## src/rtl/mem_arb_pkg.sv

```systemverilog
// mem_arb_pkg: shared state encodings, port ids and defaults for the memory arbiter
package mem_arb_pkg;
  typedef enum logic [1:0] {IDLE, BUSY, DONE} state_t;
  localparam logic PORT_I = 1'b0;
  localparam logic PORT_D = 1'b1;
  localparam int TIMEOUT_DEF = 255;
endpackage

```

## src/rtl/arb_watchdog.sv

```systemverilog
// arb_watchdog: counts stalled BUSY cycles and flags the cycle that reaches TIMEOUT
module arb_watchdog
  import mem_arb_pkg::*;
#(
  parameter int TIMEOUT = TIMEOUT_DEF
) (
  input  logic i_clk,
  input  logic i_rst,
  input  logic i_run,
  input  logic i_clear,
  output logic o_expired
);
  generate
    if (TIMEOUT == 0) begin : g_off
      assign o_expired = 1'b0;
    end else begin : g_on
      localparam int W = $clog2(TIMEOUT + 1);
      logic [W-1:0] cnt;
      always_ff @(posedge i_clk or posedge i_rst)
        if (i_rst) cnt <= '0;
        else if (i_clear) cnt <= '0;
        else if (i_run) cnt <= cnt + 1'b1;
      // Fires on the TIMEOUT-th stalled cycle, so o_mem_req stays high exactly TIMEOUT cycles
      assign o_expired = i_run && (cnt == W'(TIMEOUT - 1));
    end
  endgenerate
endmodule

```

## src/rtl/mem_arbiter.sv

```systemverilog
// mem_arbiter: shares one memory port between CPU fetch and data ports with req/ack and a watchdog.
// Define ARB_ROUND_ROBIN_EN for round-robin on contention; otherwise data always wins.
module mem_arbiter
  import mem_arb_pkg::*;
#(
  parameter int ADDR_W  = 32,
  parameter int DATA_W  = 32,
  parameter int TIMEOUT = TIMEOUT_DEF
) (
  input  logic                i_clk,
  input  logic                i_rst,
  input  logic                i_i_req,
  input  logic [ADDR_W-1:0]   i_i_addr,
  output logic                o_i_ack,
  output logic [DATA_W-1:0]   o_i_rdata,
  output logic                o_i_err,
  input  logic                i_d_req,
  input  logic                i_d_wr,
  input  logic [ADDR_W-1:0]   i_d_addr,
  input  logic [DATA_W-1:0]   i_d_wdata,
  input  logic [DATA_W/8-1:0] i_d_be,
  output logic                o_d_ack,
  output logic [DATA_W-1:0]   o_d_rdata,
  output logic                o_d_err,
  output logic                o_mem_req,
  output logic                o_mem_wr,
  output logic [ADDR_W-1:0]   o_mem_addr,
  output logic [DATA_W-1:0]   o_mem_wdata,
  output logic [DATA_W/8-1:0] o_mem_be,
  input  logic [DATA_W-1:0]   i_mem_rdata,
  input  logic                i_mem_ready
);
  state_t state;
  logic   port;
  logic   expired;
  logic   pick_d;
`ifdef ARB_ROUND_ROBIN_EN
  // port doubles as the last-grant register: it resets to I and updates on every grant
  assign pick_d = i_d_req && (!i_i_req || port == PORT_I);
`else
  assign pick_d = i_d_req;
`endif
  arb_watchdog #(.TIMEOUT(TIMEOUT)) u_wd (
    .i_clk    (i_clk),
    .i_rst    (i_rst),
    .i_run    (state == BUSY && !i_mem_ready),
    .i_clear  (state != BUSY),
    .o_expired(expired)
  );
  always_ff @(posedge i_clk or posedge i_rst)
    if (i_rst) begin
      state       <= IDLE;
      port        <= PORT_I;
      o_i_ack     <= 1'b0;
      o_i_rdata   <= '0;
      o_i_err     <= 1'b0;
      o_d_ack     <= 1'b0;
      o_d_rdata   <= '0;
      o_d_err     <= 1'b0;
      o_mem_req   <= 1'b0;
      o_mem_wr    <= 1'b0;
      o_mem_addr  <= '0;
      o_mem_wdata <= '0;
      o_mem_be    <= '0;
    end else begin
      o_i_ack <= 1'b0;
      o_i_err <= 1'b0;
      o_d_ack <= 1'b0;
      o_d_err <= 1'b0;
      case (state)
        IDLE: if (i_d_req || i_i_req) begin
          port        <= pick_d ? PORT_D : PORT_I;
          o_mem_req   <= 1'b1;
          o_mem_wr    <= pick_d && i_d_wr;
          o_mem_addr  <= pick_d ? i_d_addr : i_i_addr;
          o_mem_wdata <= pick_d ? i_d_wdata : '0;
          o_mem_be    <= (pick_d && i_d_wr) ? i_d_be : '1;
          state       <= BUSY;
        end
        BUSY: if (i_mem_ready || expired) begin
          o_mem_req <= 1'b0;
          state     <= DONE;
          if (port == PORT_D) begin
            o_d_ack <= 1'b1;
            o_d_err <= !i_mem_ready;
            if (i_mem_ready && !o_mem_wr) o_d_rdata <= i_mem_rdata;
          end else begin
            o_i_ack <= 1'b1;
            o_i_err <= !i_mem_ready;
            if (i_mem_ready) o_i_rdata <= i_mem_rdata;
          end
        end
        DONE: state <= IDLE;
        default: state <= IDLE;
      endcase
    end
endmodule

```

## config.mk

```make
export PLATFORM = sky130hd
export DESIGN_NAME = mem_arbiter
export DESIGN_NICKNAME = d
export VERILOG_FILES = /design/src/rtl/mem_arb_pkg.sv /design/src/rtl/arb_watchdog.sv /design/src/rtl/mem_arbiter.sv
export SDC_FILE = /design/constraint.sdc
export NUM_CORES = 1
export LEC_CHECK = 0
export ABC_CLOCK_PERIOD_IN_PS = 4900
export BUFFER_PORTS_ARGS = -buffer_cell sky130_fd_sc_hd__buf_4
export CORE_UTILIZATION = 45
export DETAILED_ROUTE_END_ITERATION = 12
export HOLD_SLACK_MARGIN = 0.12
export PLACE_DENSITY_LB_ADDON = 0.3
export SLEW_MARGIN = 20
export SYNTH_ARGS = -nofsm -noshare
export SYNTH_HDL_FRONTEND = slang
export SYNTH_SLANG_ARGS = --single-unit
```

## constraint.sdc

```tcl
create_clock -name i_clk -period 4.9 [get_ports i_clk]
set_clock_uncertainty 0.15 [all_clocks]
set_input_delay 0.245 -clock i_clk [delete_from_list [all_inputs] [get_ports i_clk]]
set_output_delay 0.245 -clock i_clk [all_outputs]
set_load 0.02 [all_outputs]
```

==> results of run 1 <==
[layout make-up]
class | count | area, sq um
Sequential cell | 149 | 3729
Multi-Input combinational cell | 218 | 2251
Tap cell | 176 | 220.2
Clock inverter | 3 | 17.52
Clock buffer | 27 | 523.0
Fill cell | 804 | 3043
Timing Repair Buffer | 419 | 3496
Inverter | 3 | 16.27
[metrics by stage]
stage / setup slack (ns) / cells / utilization [%] / area (sq um)
4_1_cts: 2.533 / 995 / 77.11 / 10250
2_1_floorplan: 0.4970 / 393 / - / 6171
3_5_place_dp: 2.538 / 825 / 62.51 / 8310
3_3_place_gp: 2.556 / 825 / 62.45 / 8303
5_1_grt: 2.484 / 995 / 77.11 / 10250
6_report: 2.575 / 995 / 77.11 / 10250
[cells in the mapped netlist, types with 2 or more instances]
master	number	area [sq um]
a21oi_1	4	20.02
nand4b_1	2	17.52
or3_1	3	18.77
nand3_1	2	10.01
o22a_1	4	35.03
xor2_1	3	26.28
buf_12	3	60.06
buf_6	7	78.83
mux2_4	30	450.4
clkbuf_1	4	15.01
ha_1	2	25.02
mux2_1	4	45.04
dfrtp_1	149	3729
a22o_1	32	280.3
inv_1	3	11.26
o21ai_0	4	20.02
mux2_2	94	1059
nand2_1	4	15.01
buf_2	9	45.04
nor2_1	11	41.29
[layout by cell type, fill, tap and decap left out, drive strengths merged, types with 4 or more instances in the layout]
master | Yosys | final
nand2 | 4 | 4
nor2 | 11 | 11
a22o | 32 | 32
o22a | 4 | 4
dlygate4sd3 | 0 | 140
o21ai | 5 | 5
buf | 19 | 279
dfrtp | 149 | 149
a21oi | 4 | 4
mux2 | 128 | 128
clkbuf | 4 | 27
[worst paths after layout]
| kind | depth (start not counted) | from | to | slack (ns) |
|---|---|---|---|---|
| worst min-delay path | 1 | o_i_rdata[21]$_DFFE_PP0P_ | o_i_rdata[21]$_DFFE_PP0P_ | 0.34 |
| worst max-delay path | 3 | state[0]$_DFFE_PP0P_ | o_d_rdata[30]$_DFFE_PP0P_ | 2.58 |
| max in group asynchronous | 4 | i_rst | o_i_ack$_DFF_PP0_ | 2.96 |
| worst max register to register | 3 | state[0]$_DFFE_PP0P_ | o_d_rdata[30]$_DFFE_PP0P_ | 2.58 |
| min in group asynchronous | 3 | i_rst | o_mem_wdata[2]$_DFFE_PP0P_ | 0.46 |
| worst min register to register | 1 | o_i_rdata[21]$_DFFE_PP0P_ | o_i_rdata[21]$_DFFE_PP0P_ | 0.34 |
[layer usage]
metal,GRT usage (%),up-vias,wire [um]
li1,-,2242,-
met1,28.29,2436,6823
met2,44.37,196,9068
met3,7.902,68,980
met4,15.11,0,877
met5,0,-,0
[cells by family (layout without fill, tap and decap cells)]
family                   Yosys count  in the layout  share of synthesized area (%)
multiplexers                     128            128                          25.18
flip-flops                       149            149                          60.42
XOR/XNOR                           4              4                         0.5678
buffers and inverters             26            452                          3.406
AO/OA/AOI/OAI                     50             50                          6.509
AND/OR/NAND/NOR                   34             34                          3.508
adder cells (fa/ha/maj)            2              2                         0.4055
[power by group through the flow]
stage | combinational [uW] | clock [uW] | sequential (uW)
finish | 2900 | 1200 | 2150
global route | 3040 | 1270 | 2210
CTS | 2880 | 1220 | 2130
detailed placement | 2760 | 0 | 2140
global placement | 2700 | 0 | 2110
floorplan | 989 | 0 | 2760
[state kept, by name, summed over array words and instances, names as in the netlist, 2 cells and up]
signal,cells
o_mem_wdata,32
o_i_rdata,32
o_mem_be,4
u_wd.g_on.cnt,8
state,2
o_mem_addr,32
o_d_rdata,32
[repair_timing]
action | in CTS | in global routing
endpoints found under the hold margin | 239 | 0
hold buffers | 140 | 0
gates resized for setup | 0 | 0
==> impl_metrics.ini, run 1 <==
[detailed_routing]
dr.pass1.iters = 4
drc = 0
wire_per_inst_um = 17.84
viasPerCell = 4.967
ant_nets = 0
drt_iter0_drc = 202
num_vias = 4942
wl_mm = 17.75

[clock_tree]
htreeDepth = 4
cts_buffers = 17
cts.reportedPaths.clkPinSlew_ns = 0.06
cts.path.max_buffers = 2
cts.sinks = 149
cts_tree = built
cts_setup_buffers = 0
clk_latency_ns = 0.42
clockRootBuffer = clkbuf_16

[sta]
max_freq_mhz = 430.1
finalHoldWorstSlack_ns = 0.3411
fin_crit_ns = 2.325
timing.final.crit_share_pct = 47.45
relSlewSlack_pct = 27.97
grt_setup_unrepaired = false
hold_viol = 0
worst_pin_slew_ns = 1.081
drv_slew = 0
setup_viol = 0
tns_ns = 0

[global_routing]
overflow = 0
grt_pass1_wl_mm = 27.74
grt_use_total_pct = 25.90
grt_pass1_vias = 5389
grt_max_degree = 101
antenna_found_initial = 0

[synthesis]
ys_warn_count = 0
ys_types = 39
synthCells = 393
netlist_area_sq_um = 6171
ys.flop_type = dfrtp_1
async_flop_share_pct = 100.0
seq_area_frac_synth_pct = 60.42
synth_fp_nets = 533
synth-edff-count = 0
synth_seq_cells = 149
avgSynthCellArea_sq_um = 15.70

[finish]
nets = 948
final_layout_size_suffix_gt1_share_pct = 53.36
area_delta_synth_final_pct = 66.14
diodes = 0

[pwr]
leakagePower_uw = 0.004871
p_comb_share_pct = 46.5
clock_power_share_pct = 19.2
vdd_ir_drop_max_mv = 0.4024
switching_share_pct = 36.08
p_sw_uw = 2250
p_per_area_nw_per_um2 = 608.4
p_int_uw = 3987
p_total_uw = 6237
seqPwrFrac_pct = 34.4

[worst_setup_path]
cp.required_ns = 5.05
crit_chain = nor2b_4 > and4_2 > mux2_2
path_class = flop to flop
critical_path.max_stage_delay_ns = 0.96
crit_path_max_fanout = 32
crit_slowest_cell = and4_2
cp_data_arrival_time_ns = 2.48
path_buf_inv = 0
critical-path-top-delay-family = simple AND/OR/NAND/NOR gates
end_kind = flop
start_kind = flop

[floorplan]
initial_core_util_pct = 46.41
die_area_sq_um = 14190
std_cell_rows = 42
die_y_um = 119.1
chipWidth_um = 119.1
io_pins = 276
core_area_sq_um = 13300

[run_status]
status = completed

[place]
hpwl_mm = 10.54
portBuffers = 275
gp_congestion = 0.7583

[run]
cap_violations = 0

[hold_path]
hold_class = flop to flop
(Power assumes the default switching activity.)
==> inputs of run 2 (changes only) <==
ABC_CLOCK_PERIOD_IN_PS = 2000   (was 4900)
CORE_UTILIZATION = 43   (was 45)
clock period = 2 ns   (was 4.9 ns; I/O delays follow)
==> run 2 against run 1 <==
- power grew to 2.5 times the previous value
- final area up 1.4%
- hold slack got worse by 0.14 ns
- flip-flop and latch count stayed put
- first-iteration DRC count decreased by 4.0%
- critical path depth grew 2
- utilization shrank 2.5 points
- setup slack lost 2.5 ns
- fmax grew 21%
- critical path type unchanged
- largest power group unchanged
- highest routed layer unchanged
==> impl_metrics.ini, run 2 (synthesis results as in run 1) <==
[run_status]
status = completed

[worst_setup_path]
start_kind = flop
path_class = flop to flop
crit_path_max_fanout = 13
cp.required_ns = 2.14
cp_data_arrival_time_ns = 2.07
end_kind = flop

[sta]
fin_crit_ns = 1.929
hold_viol = 0
drv_slew = 0
timing.final.crit_share_pct = 96.43
max_freq_mhz = 518.5
setup_viol = 0
finalHoldWorstSlack_ns = 0.1989
grt_setup_unrepaired = false
worst_pin_slew_ns = 0.7849
setup_ws_ns = 0.07131
relSlewSlack_pct = 47.68

[place]
gp_congestion = 0.8636
place_inst = 834
place_area_sq_um = 8394
place_ws_ns = 0.1635
portBuffers = 275
hpwl_mm = 11.23

[detailed_routing]
viasPerCell = 4.967
drt_iter0_drc = 194
ant_nets = 0
num_vias = 4987
dr.pass1.iters = 4
wl_mm = 18.16
drc = 0
wire_per_inst_um = 18.08

[finish]
final_layout_size_suffix_gt1_share_pct = 54.49
instances_no_fill = 1004
diodes = 0
area_delta_synth_final_pct = 68.39
final_cell_mix = buf_4, dfrtp_1, dlygate4sd3_1
fillers = 871
mostFrequentLayoutCell = buf_4
nets = 951
final_util_pct = 74.57
final_cell_area_sq_um = 10390

[floorplan]
std_cell_rows = 43
die_y_um = 121.8
initial_core_util_pct = 44.28
core_area_sq_um = 13930
io_pins = 276
chipWidth_um = 121.8
die_area_sq_um = 14830

[global_routing]
antenna_found_initial = 0
grt_use_total_pct = 25.22
overflow = 0
grt_pass1_wl_mm = 28.08
grt_pass1_vias = 5498
grt_max_degree = 150

[clock_tree]
cts.path.max_buffers = 2
clk_latency_ns = 0.42
htreeDepth = 4
clockRootBuffer = clkbuf_16
cts.sinks = 149
cts_buffers = 17
cts_tree = built
cts.reportedPaths.clkPinSlew_ns = 0.06

[hold_path]
hold_class = input pin to flop

[pwr]
vdd_ir_drop_max_mv = 0.9972
leakagePower_uw = 0.004934
p_per_area_nw_per_um2 = 1515

[run]
cap_violations = 0
-- run 2: final timing paths --
path                                           start                           to  slack, ns  depth (start not counted)
setup / recovery                state[0]$_DFFE_PP0P_  o_mem_wdata[19]$_DFFE_PP0P_       0.07                          5
hold / removal                               i_d_req        o_mem_req$_DFFE_PP0P_       0.20                          3
setup reg to reg                state[0]$_DFFE_PP0P_  o_mem_wdata[19]$_DFFE_PP0P_       0.07                          5
hold reg to reg            o_i_rdata[21]$_DFFE_PP0P_    o_i_rdata[21]$_DFFE_PP0P_       0.34                          1
max in group asynchronous                      i_rst    o_i_rdata[25]$_DFFE_PP0P_       0.77                          4
min in group asynchronous                      i_rst    o_mem_addr[3]$_DFFE_PP0P_       0.36                          4
-- run 2: per-stage QoR --
stage               power [uW]  setup TNS [ns]
floorplan                 9179          -18.62
global placement         11930               0
detailed placement       12160               0
CTS                      15720               0
global route             16460               0
finish                   15740               0
-- run 2: layout make-up --
| cell class | instances | area (sq um) | area share (%) |
|---|---|---|---|
| well taps | 180 | 225.2 | 2.167 |
| multi-input cells | 218 | 2251 | 21.66 |
| inverters | 3 | 15.01 | 0.1445 |
| clock inverters | 14 | 165.2 | 1.589 |
| repair buffers | 422 | 3567 | 34.33 |
| flip-flops and latches | 149 | 3729 | 35.88 |
| clock buffers | 18 | 439.2 | 4.226 |
-- run 2: power by group --
part	total, uW	leakage (uW)	switching (uW)	internal, uW
sequential	5270	0.00181	885	4390
combinational	7250	0.00283	3560	3690
clock	3220	0.000290	1320	1910
total	15700	0.00493	5760	9980
-- run 2: repair_timing --
action,in CTS,in global routing
buffers inserted,0,0
setup endpoints to repair,0,2
hold buffers,138,0
gates resized for setup,0,3
endpoints found under the hold margin,298,0
-- run 2: critical path: stages (launching register included) --
cell and delay [ns]:
dfrtp_1 0.47, nor2_4 0.17, o21ai_2 0.07, buf_4 0.20, a22o_1 0.18, dlygate4sd3_1 0.55
-- run 2: routing by layer --
metal	global-route usage, %	wire length, um
met1	28.66	6906
met4	15.05	864
met3	5.197	840
met2	43.57	9545
met5	0	0
